## src/rtl/mips_sequencer.sv

```systemverilog
// Multi-cycle control sequencer for the MIPS datapath.
// Latches one instruction per newinstr/ready handshake, walks it through
// DECODE, EXECUTE, MEM and WRITEBACK, and emits single-state enable strobes
// so the register file and data memory update exactly once per instruction.
// Every output is either a register or decoded from registered state only.
module mips_sequencer #(
    parameter int MEM_LAT = 1,
    parameter int CNT_W   = 16
) (
    input  logic             clock,
    input  logic             reset,
    input  logic [31:0]      instrword,
    input  logic             newinstr,
    output logic             ready,
    output logic [31:0]      ir,
    output logic [2:0]       state,
    output logic             reg_dst,
    output logic             alu_src,
    output logic             mem_to_reg,
    output logic [1:0]       alu_op,
    output logic             alu_en,
    output logic             reg_write,
    output logic             mem_read,
    output logic             mem_write,
    output logic             done,
    output logic             illegal,
    output logic             missed,
    output logic [CNT_W-1:0] instr_count
);

    typedef enum logic [2:0] {
        S_IDLE      = 3'd0,
        S_DECODE    = 3'd1,
        S_EXECUTE   = 3'd2,
        S_MEM       = 3'd3,
        S_WRITEBACK = 3'd4
    } state_t;

    typedef enum logic [1:0] {
        C_RTYPE = 2'd0,
        C_LW    = 2'd1,
        C_SW    = 2'd2
    } cls_t;

    localparam logic [5:0] OP_RTYPE = 6'd0;
    localparam logic [5:0] OP_LW    = 6'd35;
    localparam logic [5:0] OP_SW    = 6'd43;
    localparam logic [5:0] F_ADD    = 6'h20;
    localparam logic [5:0] F_SUB    = 6'h22;
    localparam logic [5:0] F_AND    = 6'h24;
    localparam logic [5:0] F_OR     = 6'h25;
    localparam logic [5:0] F_SLT    = 6'h2A;

    // Last MEM cycle index; the wait counter runs 0..MEM_LAT-1 inside MEM.
    localparam logic [3:0] MEM_LAST = 4'(MEM_LAT - 1);

    state_t           state_q;
    state_t           state_d;
    cls_t             cls_q;
    cls_t             dec_cls;
    logic             dec_legal;
    logic [31:0]      ir_q;
    logic [3:0]       wait_q;
    logic             mem_last;
    logic             illegal_q;
    logic             missed_q;
    logic [CNT_W-1:0] count_q;

    assign state       = state_q;
    assign ir          = ir_q;
    assign ready       = (state_q == S_IDLE);
    assign illegal     = illegal_q;
    assign missed      = missed_q;
    assign instr_count = count_q;
    assign mem_last    = (wait_q == MEM_LAST);

    // Classify the latched instruction; only meaningful while in DECODE.
    always_comb begin
        dec_legal = 1'b1;
        dec_cls   = C_RTYPE;
        case (ir_q[31:26])
            OP_RTYPE: begin
                case (ir_q[5:0])
                    F_ADD, F_SUB, F_AND, F_OR, F_SLT: dec_cls = C_RTYPE;
                    default:                          dec_legal = 1'b0;
                endcase
            end
            OP_LW:   dec_cls = C_LW;
            OP_SW:   dec_cls = C_SW;
            default: dec_legal = 1'b0;
        endcase
    end

    // State register.
    always_ff @(posedge clock) begin
        if (reset) begin
            state_q <= S_IDLE;
        end else begin
            state_q <= state_d;
        end
    end

    // Next-state logic and state-decoded strobes/selects.
    always_comb begin
        state_d    = state_q;
        alu_en     = 1'b0;
        reg_write  = 1'b0;
        mem_read   = 1'b0;
        mem_write  = 1'b0;
        done       = 1'b0;
        reg_dst    = 1'b0;
        alu_src    = 1'b0;
        mem_to_reg = 1'b0;
        alu_op     = 2'b00;

        // Selects are held from EXECUTE until the instruction returns to IDLE.
        if (state_q == S_EXECUTE || state_q == S_MEM || state_q == S_WRITEBACK) begin
            case (cls_q)
                C_RTYPE: begin
                    reg_dst = 1'b1;
                    alu_op  = 2'b10;
                end
                C_LW: begin
                    alu_src    = 1'b1;
                    mem_to_reg = 1'b1;
                end
                C_SW: begin
                    alu_src = 1'b1;
                end
                default: begin
                    reg_dst = 1'b0;
                end
            endcase
        end

        case (state_q)
            S_IDLE: begin
                if (newinstr) begin
                    state_d = S_DECODE;
                end
            end
            S_DECODE: begin
                state_d = dec_legal ? S_EXECUTE : S_IDLE;
            end
            S_EXECUTE: begin
                alu_en  = 1'b1;
                state_d = (cls_q == C_RTYPE) ? S_WRITEBACK : S_MEM;
            end
            S_MEM: begin
                mem_read  = (cls_q == C_LW);
                mem_write = (cls_q == C_SW);
                if (mem_last) begin
                    // A store retires in its last memory cycle.
                    done    = (cls_q == C_SW);
                    state_d = (cls_q == C_LW) ? S_WRITEBACK : S_IDLE;
                end
            end
            S_WRITEBACK: begin
                reg_write = 1'b1;
                done      = 1'b1;
                state_d   = S_IDLE;
            end
            default: begin
                state_d = S_IDLE;
            end
        endcase
    end

    // Instruction latch, class, MEM wait counter, status flags and retire count.
    always_ff @(posedge clock) begin
        if (reset) begin
            ir_q      <= '0;
            cls_q     <= C_RTYPE;
            wait_q    <= '0;
            illegal_q <= 1'b0;
            missed_q  <= 1'b0;
            count_q   <= '0;
        end else begin
            if (state_q == S_IDLE && newinstr) begin
                ir_q <= instrword;
            end
            if (state_q == S_DECODE) begin
                cls_q <= dec_cls;
            end
            if (state_q == S_MEM) begin
                wait_q <= wait_q + 4'd1;
            end else begin
                wait_q <= '0;
            end
            // Pulse lands in the IDLE cycle that follows a rejected DECODE.
            illegal_q <= (state_q == S_DECODE) && !dec_legal;
            if (newinstr && state_q != S_IDLE) begin
                missed_q <= 1'b1;
            end
            if (done) begin
                count_q <= count_q + CNT_W'(1);
            end
        end
    end

endmodule

```

## config.mk

```make
export PLATFORM = sky130hd
export DESIGN_NAME = mips_sequencer
export DESIGN_NICKNAME = d
export VERILOG_FILES = /design/src/rtl/mips_sequencer.sv
export SDC_FILE = /design/constraint.sdc
export NUM_CORES = 1
export LEC_CHECK = 0
export ABC_AREA = 1
export CAP_MARGIN = 25
export CELL_PAD_IN_SITES_DETAIL_PLACEMENT = 0
export CELL_PAD_IN_SITES_GLOBAL_PLACEMENT = 1
export CORE_AREA = 4 4 99 101
export CTS_CLUSTER_DIAMETER = 80
export DETAILED_ROUTE_END_ITERATION = 8
export DIE_AREA = 0 0 103 105
export HOLD_SLACK_MARGIN = 0.03
export PLACE_DENSITY = 0.83
export SLEW_MARGIN = 10
export SYNTH_ARGS = -nofsm -noshare
export SYNTH_HDL_FRONTEND = slang
export SYNTH_SLANG_ARGS = --single-unit
```

## constraint.sdc

```tcl
create_clock -name clock -period 1.7 [get_ports clock]
set_input_delay 0.17 -clock clock [delete_from_list [all_inputs] [get_ports clock]]
set_output_delay 0.17 -clock clock [all_outputs]
set_load 0.02 [all_outputs]
```

Word level (Yosys, flattened, before mapping)
Cells that the tools add are included.
- multiplexer cells: 23
- bitwise gates (word level): 1
- eq/ne operators: 15
- add/sub/neg operators: 2
- reductions and logical operators: 16
- operator list (operator ; number):
    == test 6 bit (second input constant) ; 7
    adder 16 x 1 -> 16 bit (second input constant) ; 1
    2-to-1 mux 1 bit ; 12
    2-to-1 mux 3 bit ; 4
    case mux 3 bit (4 select lines) ; 1
    == test 3 x 2 -> 1 bit (second input constant) ; 2
    logical NOT 6 bit ; 1
    2-to-1 mux 2 bit ; 3
    OR reduction 2 bit ; 3
    OR reduction 5 bit ; 1
    adder 4 x 1 -> 4 bit (second input constant) ; 1
    logical NOT 4 bit ; 1
    inequality test 2 bit (second input constant) ; 2
    case mux 1 bit (2 select lines) ; 2
    case mux 2 bit (2 select lines) ; 1
    == test 3 x 1 -> 1 bit (second input constant) ; 1
    == test 3 bit (second input constant) ; 1
    logical AND 1 bit ; 3
    logical NOT 3 bit ; 1
    nonzero test 3 bit ; 1
    == test 2 x 1 -> 1 bit (second input constant) ; 1
    == test 2 bit (second input constant) ; 1
    logical NOT 2 bit ; 1
    logical OR 1 bit ; 2
    other kinds (3) ; 3
- bits in registers: 59
- input bits: 35
- word-level logic and storage cells: 64
- output and inout port bits: 64

Logic depth before layout (Yosys ltp)
Gate-level depths: netlist (run 1).
- depth in word-level cells: 6
- gate-level depth with buffers: 10
- depth with buffers taken out: 10

Worst setup path before layout (run 1)
Ideal clock, no wire load.
- path kind: register to output
- start: register state_q[2] (netlist: state[2])
- end: output port alu_op[1]
- buffers on the path: 1
- arrival time: 1.596 ns
- cell stages (with the launch flop): 6
- setup slack: -0.066 ns
- path through: dfxtp_1 nand2_1 inv_1 a21oi_1 nor2_1 buf_4
- word-level cells in the longest chain between the ends: 4
- RTL lines (what ; RTL line ; text):
    start: declaration ; 57 ; state_t state_q;
    start signal: assignment ; 99 ; state_q <= state_d;
    == test 3 x 2 -> 1 bit ; 117 ; if (state_q == S_EXECUTE || state_q == S_MEM || state_q == S_WRITEBACK) begin
    logical OR 1 bit ; 117 ;
    logical OR 1 bit (*) ; 117 ;
    2-to-1 mux 2 bit (*) ; 117 ;
    end: declaration ; 20 ; output logic [1:0] alu_op,
Every way passes the cells marked *; elsewhere a longest branch is shown, timed or not.

Final worst setup path (run 1)
- start: register state_q[2] (netlist: state[2])
- end: output port state[2]
- RTL lines (what ; RTL line ; text):
    end: declaration ; 16 ; output logic [2:0] state,
No word-level cell between the ends.

==> flow_metrics.tcl, run 1 <==
set metrics [dict create \
    io_pins 99 \
    port_buffers 97 \
    drt_pass1_iterations 4 \
    cts.root.buffer_cell "clkbuf_8" \
    row_count 35 \
    crit_buf_inv 1 \
    hp-class "input pin to register" \
    power_mw 3.15 \
    ant_nets 0 \
    grt_setup_unrepaired "false" \
    die_h_um 105 \
    gp_congestion 0.819 \
    htreeDepth 3 \
    synth_cell_types 25 \
    grt_pass1_vias 2714 \
    status "complete, no violations" \
    min_to "ir[25]$_SDFFE_PP0P_" \
    r2r-start "cls_q[0]$_SDFFE_PP0N_" \
    min_path_cells 3 \
    cts_tree "built" \
    critPathMaxStageDelay_ns 0.65 \
    timing.rr.end "instr_count[5]$_SDFFE_PP0P_" \
    post-route-period-util 0.946 \
    r2r_cells 8 \
    min_from "instrword[25]" \
    synth-seq-cells 59 \
    fmax_mhz 622 \
    grt_use_total 0.142 \
    syn_area_um2 2690 \
    synth.avg_cell_area_um2 7.09 \
    grt_max_degree 27 \
    clk_path_buf_depth 2 \
    setup_viol 0 \
    required_ns 1.53 \
    nets 530 \
    finalSetupTns_ns 0 \
    drv_cap 0 \
    dp_hpwl_um 5790 \
    critPathKind "register to output port" \
    drc 0 \
    p_leak_nw 1.63 \
    crit_chain "clkdlybuf4s50_1" \
    routed_via_density 4.57 \
    antenna_found_initial 0 \
    drv_slew 0 \
    n_antenna_cell 0 \
    synth_fp_nets 420 \
    drt-initial-drc-count 53 \
    ys_warn_count 0 \
    peakVddDrop_mv 0.462 \
    ff_latch_area_um2 1180 \
    drive_gt1_frac 0.117 \
    coreArea_um2 9020 \
    start_util 0.298 \
    fillCellCount 928 \
    path_depth 1 \
    grt_overflow 0 \
    postCtsHoldBufs 0 \
    numCtsBuffers 9 \
    r2r_slack_ns 0.19 \
    yosysSeqAreaShare 0.439 \
    dieArea_um2 10800 \
    die_w_um 103 \
    multi_input_area_um2 1240 \
    hold_viol 0 \
    area_growth_pct 49.0 \
    finalClockSkew_ns 0.0122 \
    cts_num_sinks 59 \
    power.density_nw_per_um2 787 \
    grt_pass1_wl_um 12300 \
    clkLatencyLatePin_ns 0.33 \
    crit_path_top_delay_cell "clkdlybuf4s50_1" \
    clk_pin_slew_ns 0.07 \
    crit_family "buffers and inverters" \
    holdWs_ns 0.405 \
    arrival_ns 1.44 \
    drt-wirelength-per-cell_um 12.6 \
    synth_cells 379 \
    min_period_ns 1.61 \
    end_kind "output port" \
    wl_um 7600 \
    crit_fanout 7 \
    num_vias 2763 \
    cp-start-kind "register" \
]
[report_power, final]
part           internal [mW]  switching (mW)  total, mW
registers               1.44          0.0380       1.48
logic                  0.253           0.267      0.520
clock network          0.574           0.579       1.15
total                   2.27           0.884       3.15
[cells in the mapped netlist (all sizes together)]
cell	n	area share
nor2	41	0.059
dfxtp	59	0.44
conb	1	0.0014
a22oi	1	0.0028
nand2	84	0.12
clkbuf	7	0.0098
nor3	8	0.015
or2	2	0.0047
xnor2	3	0.0098
nor4	1	0.0023
nand3	47	0.089
o21ai	11	0.025
a21oi	48	0.089
ha	6	0.028
buf	12	0.034
inv	42	0.059
nand4	6	0.014
[through the flow]
stage	setup slack (ns)	std cells	area [µm²]	util
after floorplan	0.0491	379	2690	-
after global placement	0.0129	589	3840	0.426
final	0.0913	605	4010	0.444
after CTS	0.00129	605	4020	0.445
after global routing	0.000720	605	4010	0.444
after detailed placement	-0.00361	589	3840	0.426
[state kept, by name, summed over array words and instances (netlist names)]
signal and flops:
ir 32, instr_count 16, wait_q 4, state 3, cls_q 2, illegal 1
missed 1
[what timing repair did]
action,4_1_cts,5_1_grt
resized for setup,21,13
endpoints found under the setup margin,10,12
pin swaps,0,1
buffers inserted,0,0
[cells in the final DEF, fill, tap and decap left out, types with 4 or more instances in the layout]
| master | netlist | final |
|---|---|---|
| a21oi_1 | 48 | 47 |
| buf_4 | 3 | 20 |
| clkbuf_2 | 0 | 4 |
| clkbuf_8 | 0 | 10 |
| clkdlybuf4s50_1 | 0 | 86 |
| dfxtp_1 | 59 | 56 |
| ha_1 | 6 | 6 |
| inv_1 | 40 | 40 |
| nand2_1 | 83 | 83 |
| nand3_1 | 46 | 46 |
| nand4_1 | 6 | 6 |
| nor2_1 | 39 | 37 |
| nor2_2 | 2 | 4 |
| nor3_1 | 8 | 8 |
| o21ai_0 | 10 | 10 |
[cell families (layout without fill, tap and decap cells)]
group                      Yosys count  after routing  synth area share
and+or+nand+nor                    189            189             0.302
xor gates and xnor gates             3              3           0.00977
DFF                                 59             59             0.439
buffers and inverters               61            176             0.102
AOI/OAI and AO/OA                   60             60             0.117
adders and majority gates            6              6            0.0279
other                                1              1           0.00139
[routing by layer]
layer | global-route usage | wire length [µm]
met2 | 0.232 | 3600
met5 | 0 | 0
met1 | 0.155 | 3110
met4 | 0.0333 | 87
met3 | 0.0848 | 811
[worst max-delay path by stage]
| stage | slack [ns] | start | to |
|---|---|---|---|
| 6_report | 0.09 | state[2]$_SDFFE_PP0P_ | state[2] |
| 5_1_grt | 0.0007 | instr_count[7]$_SDFFE_PP0P_ | instr_count[7] |
| 4_1_cts | 0.001 | cls_q[0]$_SDFFE_PP0N_ | mem_write |
| 3_5_place_dp | -0.004 | cls_q[0]$_SDFFE_PP0N_ | done |
| 3_3_place_gp | 0.01 | cls_q[0]$_SDFFE_PP0N_ | done |
| 2_1_floorplan | 0.05 | state[2]$_SDFFE_PP0P_ | alu_op[1] |
[area by class of cell]
cell class                 count  area share
clock buffer                  11      0.0353
clock inverter                 5     0.00968
inverter                      42      0.0394
multi-input combinational    259       0.310
sequential                    59       0.296
tap                          111      0.0347
timing repair buffer         118       0.275
(Power assumes the default switching activity.)
==> run 2, diff against run 1 <==
--- a/config.mk
+++ b/config.mk
@@ -5,16 +5,16 @@
 export SDC_FILE = /design/constraint.sdc
 export NUM_CORES = 1
 export LEC_CHECK = 0
-export ABC_AREA = 1
+export ABC_AREA = 0
 export CAP_MARGIN = 25
 export CELL_PAD_IN_SITES_DETAIL_PLACEMENT = 0
 export CELL_PAD_IN_SITES_GLOBAL_PLACEMENT = 1
-export CORE_AREA = 4 4 99 101
+export CORE_AREA = 4 4 96 98
 export CTS_CLUSTER_DIAMETER = 80
 export DETAILED_ROUTE_END_ITERATION = 8
-export DIE_AREA = 0 0 103 105
+export DIE_AREA = 0 0 100 102
 export HOLD_SLACK_MARGIN = 0.03
-export PLACE_DENSITY = 0.83
+export PLACE_DENSITY = 0.82
 export SLEW_MARGIN = 10
 export SYNTH_ARGS = -nofsm -noshare
 export SYNTH_HDL_FRONTEND = slang
==> run 2 against run 1 <==
Effect of this change:
- register-to-register slack worse by 0.32 ns
- via count is 7.2% lower
- largest power group unchanged
- sequential power hardly changed
- the run now ends with setup timing left
- non-clock buffer count is 12 higher
- cell count is 10% lower
- setup slack worse by 0.22 ns
- critical endpoint is now instr_count[13]$_SDFFE_PP0P_
- fmax is 12% lower
==> flow_metrics.tcl, run 2 <==
set metrics [dict create \
    synth_cells 309 \
    num_vias 2564 \
    final_cell_mix "85 x clkdlybuf4s50_1, 74 x nand2_1, 53 x dfxtp_1" \
    crit_family "simple AND/OR/NAND/NOR gates" \
    fillCellCount 833 \
    setup_slack_ns -0.132 \
    drt-initial-drc-count 66 \
    pwr-share-clk 0.411 \
    ys_warn_count 0 \
    synth-async-reset-ratio 0 \
    place_area_um2 3800 \
    peakVddDrop_mv 0.505 \
    min_period_ns 1.83 \
    wl_um 7380 \
    drt_pass1_iterations 6 \
    ant_nets 0 \
    antenna_found_initial 0 \
    port_buffers 97 \
    io_pins 99 \
    gp_congestion 0.767 \
    min_path_cells 2 \
    grt_setup_unrepaired "true" \
    internal_power_mw 2.38 \
    setup_viol 12 \
    grt_pass1_vias 2383 \
    clkLatencyLatePin_ns 0.33 \
    drc 0 \
    drv_slew 0 \
    power_frac_comb 0.130 \
    synth.avg_cell_area_um2 8.22 \
    r2r_cells 7 \
    ys_top_cells_by_count "74 x nand2_1, 59 x dfxtp_1, 47 x a21oi_1" \
    required_ns 1.93 \
    htreeDepth 3 \
    row_count 34 \
    area_growth_pct 62.8 \
    synth-main-ff-cell "dfxtp_1" \
    crit_chain "inv_2 > ha_4 > nor3b_4 > a41oi_4 > buf_6 > nor4_4 > mux2_4" \
    drt-wirelength-per-cell_um 13.6 \
    largest_register_ffs 32 \
    critPathKind "register to register" \
    final_cell_area_um2 4130 \
    post-synth-top-count-cell "nand2_1" \
    finalClockSkew_ns 0.00821 \
    crit_buf_inv 2 \
    min_from "reset" \
    grt_use_total 0.142 \
    post-route-period-util 1.08 \
    clk_pin_slew_ns 0.07 \
    drive_gt1_frac 0.207 \
    grt_pass1_wl_um 11500 \
    cts.root.buffer_cell "clkbuf_8" \
    synth_cell_types 39 \
    die_w_um 100 \
    clk_path_buf_depth 2 \
    end_kind "register" \
    arrival_ns 2.06 \
    final_cells 542 \
    cp-start-kind "register" \
    postCtsHoldBufs 0 \
    crit_fanout 7 \
    n_antenna_cell 0 \
    r2r-start "wait_q[1]$_SDFF_PP0_" \
    start_util 0.300 \
    grt_max_degree 34 \
    synth_edf_count 0 \
    pwr-share-seq 0.459 \
    syn_area_um2 2540 \
    coreArea_um2 8470 \
    synth_top_area_frac 0.465 \
    multi_input_area_um2 1360 \
    layout_commonest_cell "clkdlybuf4s50_1" \
    numCtsBuffers 9 \
    yosysSeqAreaShare 0.465 \
    p_leak_nw 1.58 \
    yosys.area.top_type "dfxtp_1" \
    swShare 0.251 \
    dp_hpwl_um 5120 \
    cts_num_sinks 59 \
    nets 471 \
    critPathMaxStageDelay_ns 0.32 \
    cts_tree "built" \
    grt_overflow 0 \
    p_switching_mw 0.799 \
    die_h_um 102 \
    power.density_nw_per_um2 770 \
    synth.area.top_cells "dfxtp_1 47%, nand2_1 11%, a21oi_1 9.3%" \
    r2r_slack_ns -0.13 \
    synth_fp_nets 350 \
    status "complete, but fails checks" \
    timing.rr.end "instr_count[13]$_SDFFE_PP0P_" \
    routed_via_density 4.73 \
    hold_viol 0 \
    drv_cap 0 \
    hp-class "input pin to register" \
    fmax_mhz 546 \
    violations "setup timing" \
    min_to "instr_count[3]$_SDFFE_PP0P_" \
    dieArea_um2 10200 \
    ff_latch_area_um2 1190 \
    synth-seq-cells 59 \
    dp.cells 520 \
    crit_path_top_delay_cell "dfxtp_2" \
]
run 2: power groups by stage:
| stage | logic [mW] | clock network (mW) | registers [mW] |
|---|---|---|---|
| 3_5_place_dp | 0.418 | 0 | 1.49 |
| 2_1_floorplan | 0.128 | 0 | 1.55 |
| 3_3_place_gp | 0.416 | 0 | 1.49 |
| 4_1_cts | 0.418 | 1.37 | 1.46 |
| 6_report | 0.414 | 1.31 | 1.46 |
| 5_1_grt | 0.449 | 1.42 | 1.47 |
run 2: cells by family (layout without fill, tap and decap cells):
| logic type | count (synthesis) | count (layout) | share of synthesized area |
|---|---|---|---|
| DFF | 59 | 59 | 0.465 |
| and+or+nand+nor | 142 | 142 | 0.271 |
| buffers and inverters | 29 | 154 | 0.0512 |
| AOI/OAI and AO/OA | 62 | 62 | 0.142 |
| muxes | 7 | 7 | 0.0296 |
| other | 1 | 1 | 0.00148 |
| xor gates and xnor gates | 3 | 3 | 0.0103 |
| adders and majority gates | 6 | 6 | 0.0296 |
run 2: final cells by class:
type	count	area share
Tap cell	108	0.0327
Clock inverter	4	0.0118
Timing Repair Buffer	130	0.294
Sequential cell	59	0.288
Clock buffer	11	0.0366
Inverter	9	0.00817
Multi-Input combinational cell	221	0.328
run 2: worst register-to-register path, delay by kind of cell, from the launching register on:
family,cells,cell delay [ns]
and+or+nand+nor,2,0.49
DFF,1,0.32
muxes,1,0.32
AOI/OAI and AO/OA,1,0.23
adders and majority gates,1,0.12
buffers and inverters,2,0.26
run 2: how the worst max path moves through the flow:
stage | from | slack (ns) | cells past startpoint | end
3_5_place_dp | wait_q[1]$_SDFF_PP0_ | -0.15 | 7 | instr_count[13]$_SDFFE_PP0P_
6_report | wait_q[1]$_SDFF_PP0_ | -0.13 | 7 | instr_count[13]$_SDFFE_PP0P_
5_1_grt | wait_q[1]$_SDFF_PP0_ | -0.22 | 7 | instr_count[13]$_SDFFE_PP0P_
4_1_cts | wait_q[1]$_SDFF_PP0_ | -0.15 | 7 | instr_count[5]$_SDFFE_PP0P_
3_3_place_gp | wait_q[1]$_SDFF_PP0_ | -0.10 | 7 | instr_count[13]$_SDFFE_PP0P_
2_1_floorplan | wait_q[1]$_SDFF_PP0_ | -0.01 | 7 | instr_count[13]$_SDFFE_PP0P_
run 2: stage by stage:
stage,power [mW],hold slack [ns],util,setup TNS [ns],setup WS [ns]
finish,3.18,0.215,0.488,-1.13,-0.132
global route,3.34,0.213,0.488,-2.21,-0.222
CTS,3.25,0.199,0.473,-1.08,-0.149
detailed placement,1.91,0.449,0.449,-1.08,-0.151
global placement,1.91,0.442,0.449,-0.612,-0.101
floorplan,1.68,0.306,-,-0.0101,-0.0101
run 2: repair_timing:
| item | CTS | global route |
|---|---|---|
| pin swaps | 2 | 16 |
| gates resized for setup | 19 | 40 |
| buffers inserted | 1 | 5 |
| setup endpoints to repair | 21 | 20 |
| gates cloned | 0 | 1 |
run 2: layer usage:
| layer | track usage | vias to the layer above | share of wire |
|---|---|---|---|
| met5 | 0 | - | 0 |
| met4 | 0.0373 | 0 | 0.014 |
| met3 | 0.0901 | 11 | 0.11 |
| met2 | 0.220 | 83 | 0.46 |
| met1 | 0.165 | 1179 | 0.41 |
| li1 | - | 1291 | - |
==> run 3, diff against run 2 <==
--- a/config.mk
+++ b/config.mk
@@ -6,6 +6,7 @@
 export NUM_CORES = 1
 export LEC_CHECK = 0
 export ABC_AREA = 0
+export ABC_CLOCK_PERIOD_IN_PS = 1700
 export CAP_MARGIN = 25
 export CELL_PAD_IN_SITES_DETAIL_PLACEMENT = 0
 export CELL_PAD_IN_SITES_GLOBAL_PLACEMENT = 1
@@ -13,6 +14,7 @@
 export CTS_CLUSTER_DIAMETER = 80
 export DETAILED_ROUTE_END_ITERATION = 8
 export DIE_AREA = 0 0 100 102
+export GPL_ROUTABILITY_DRIVEN = 0
 export HOLD_SLACK_MARGIN = 0.03
 export PLACE_DENSITY = 0.82
 export SLEW_MARGIN = 10
==> results of run 3 <==
Same layout as run 2: the final DEF is identical, and so are final timing and power.
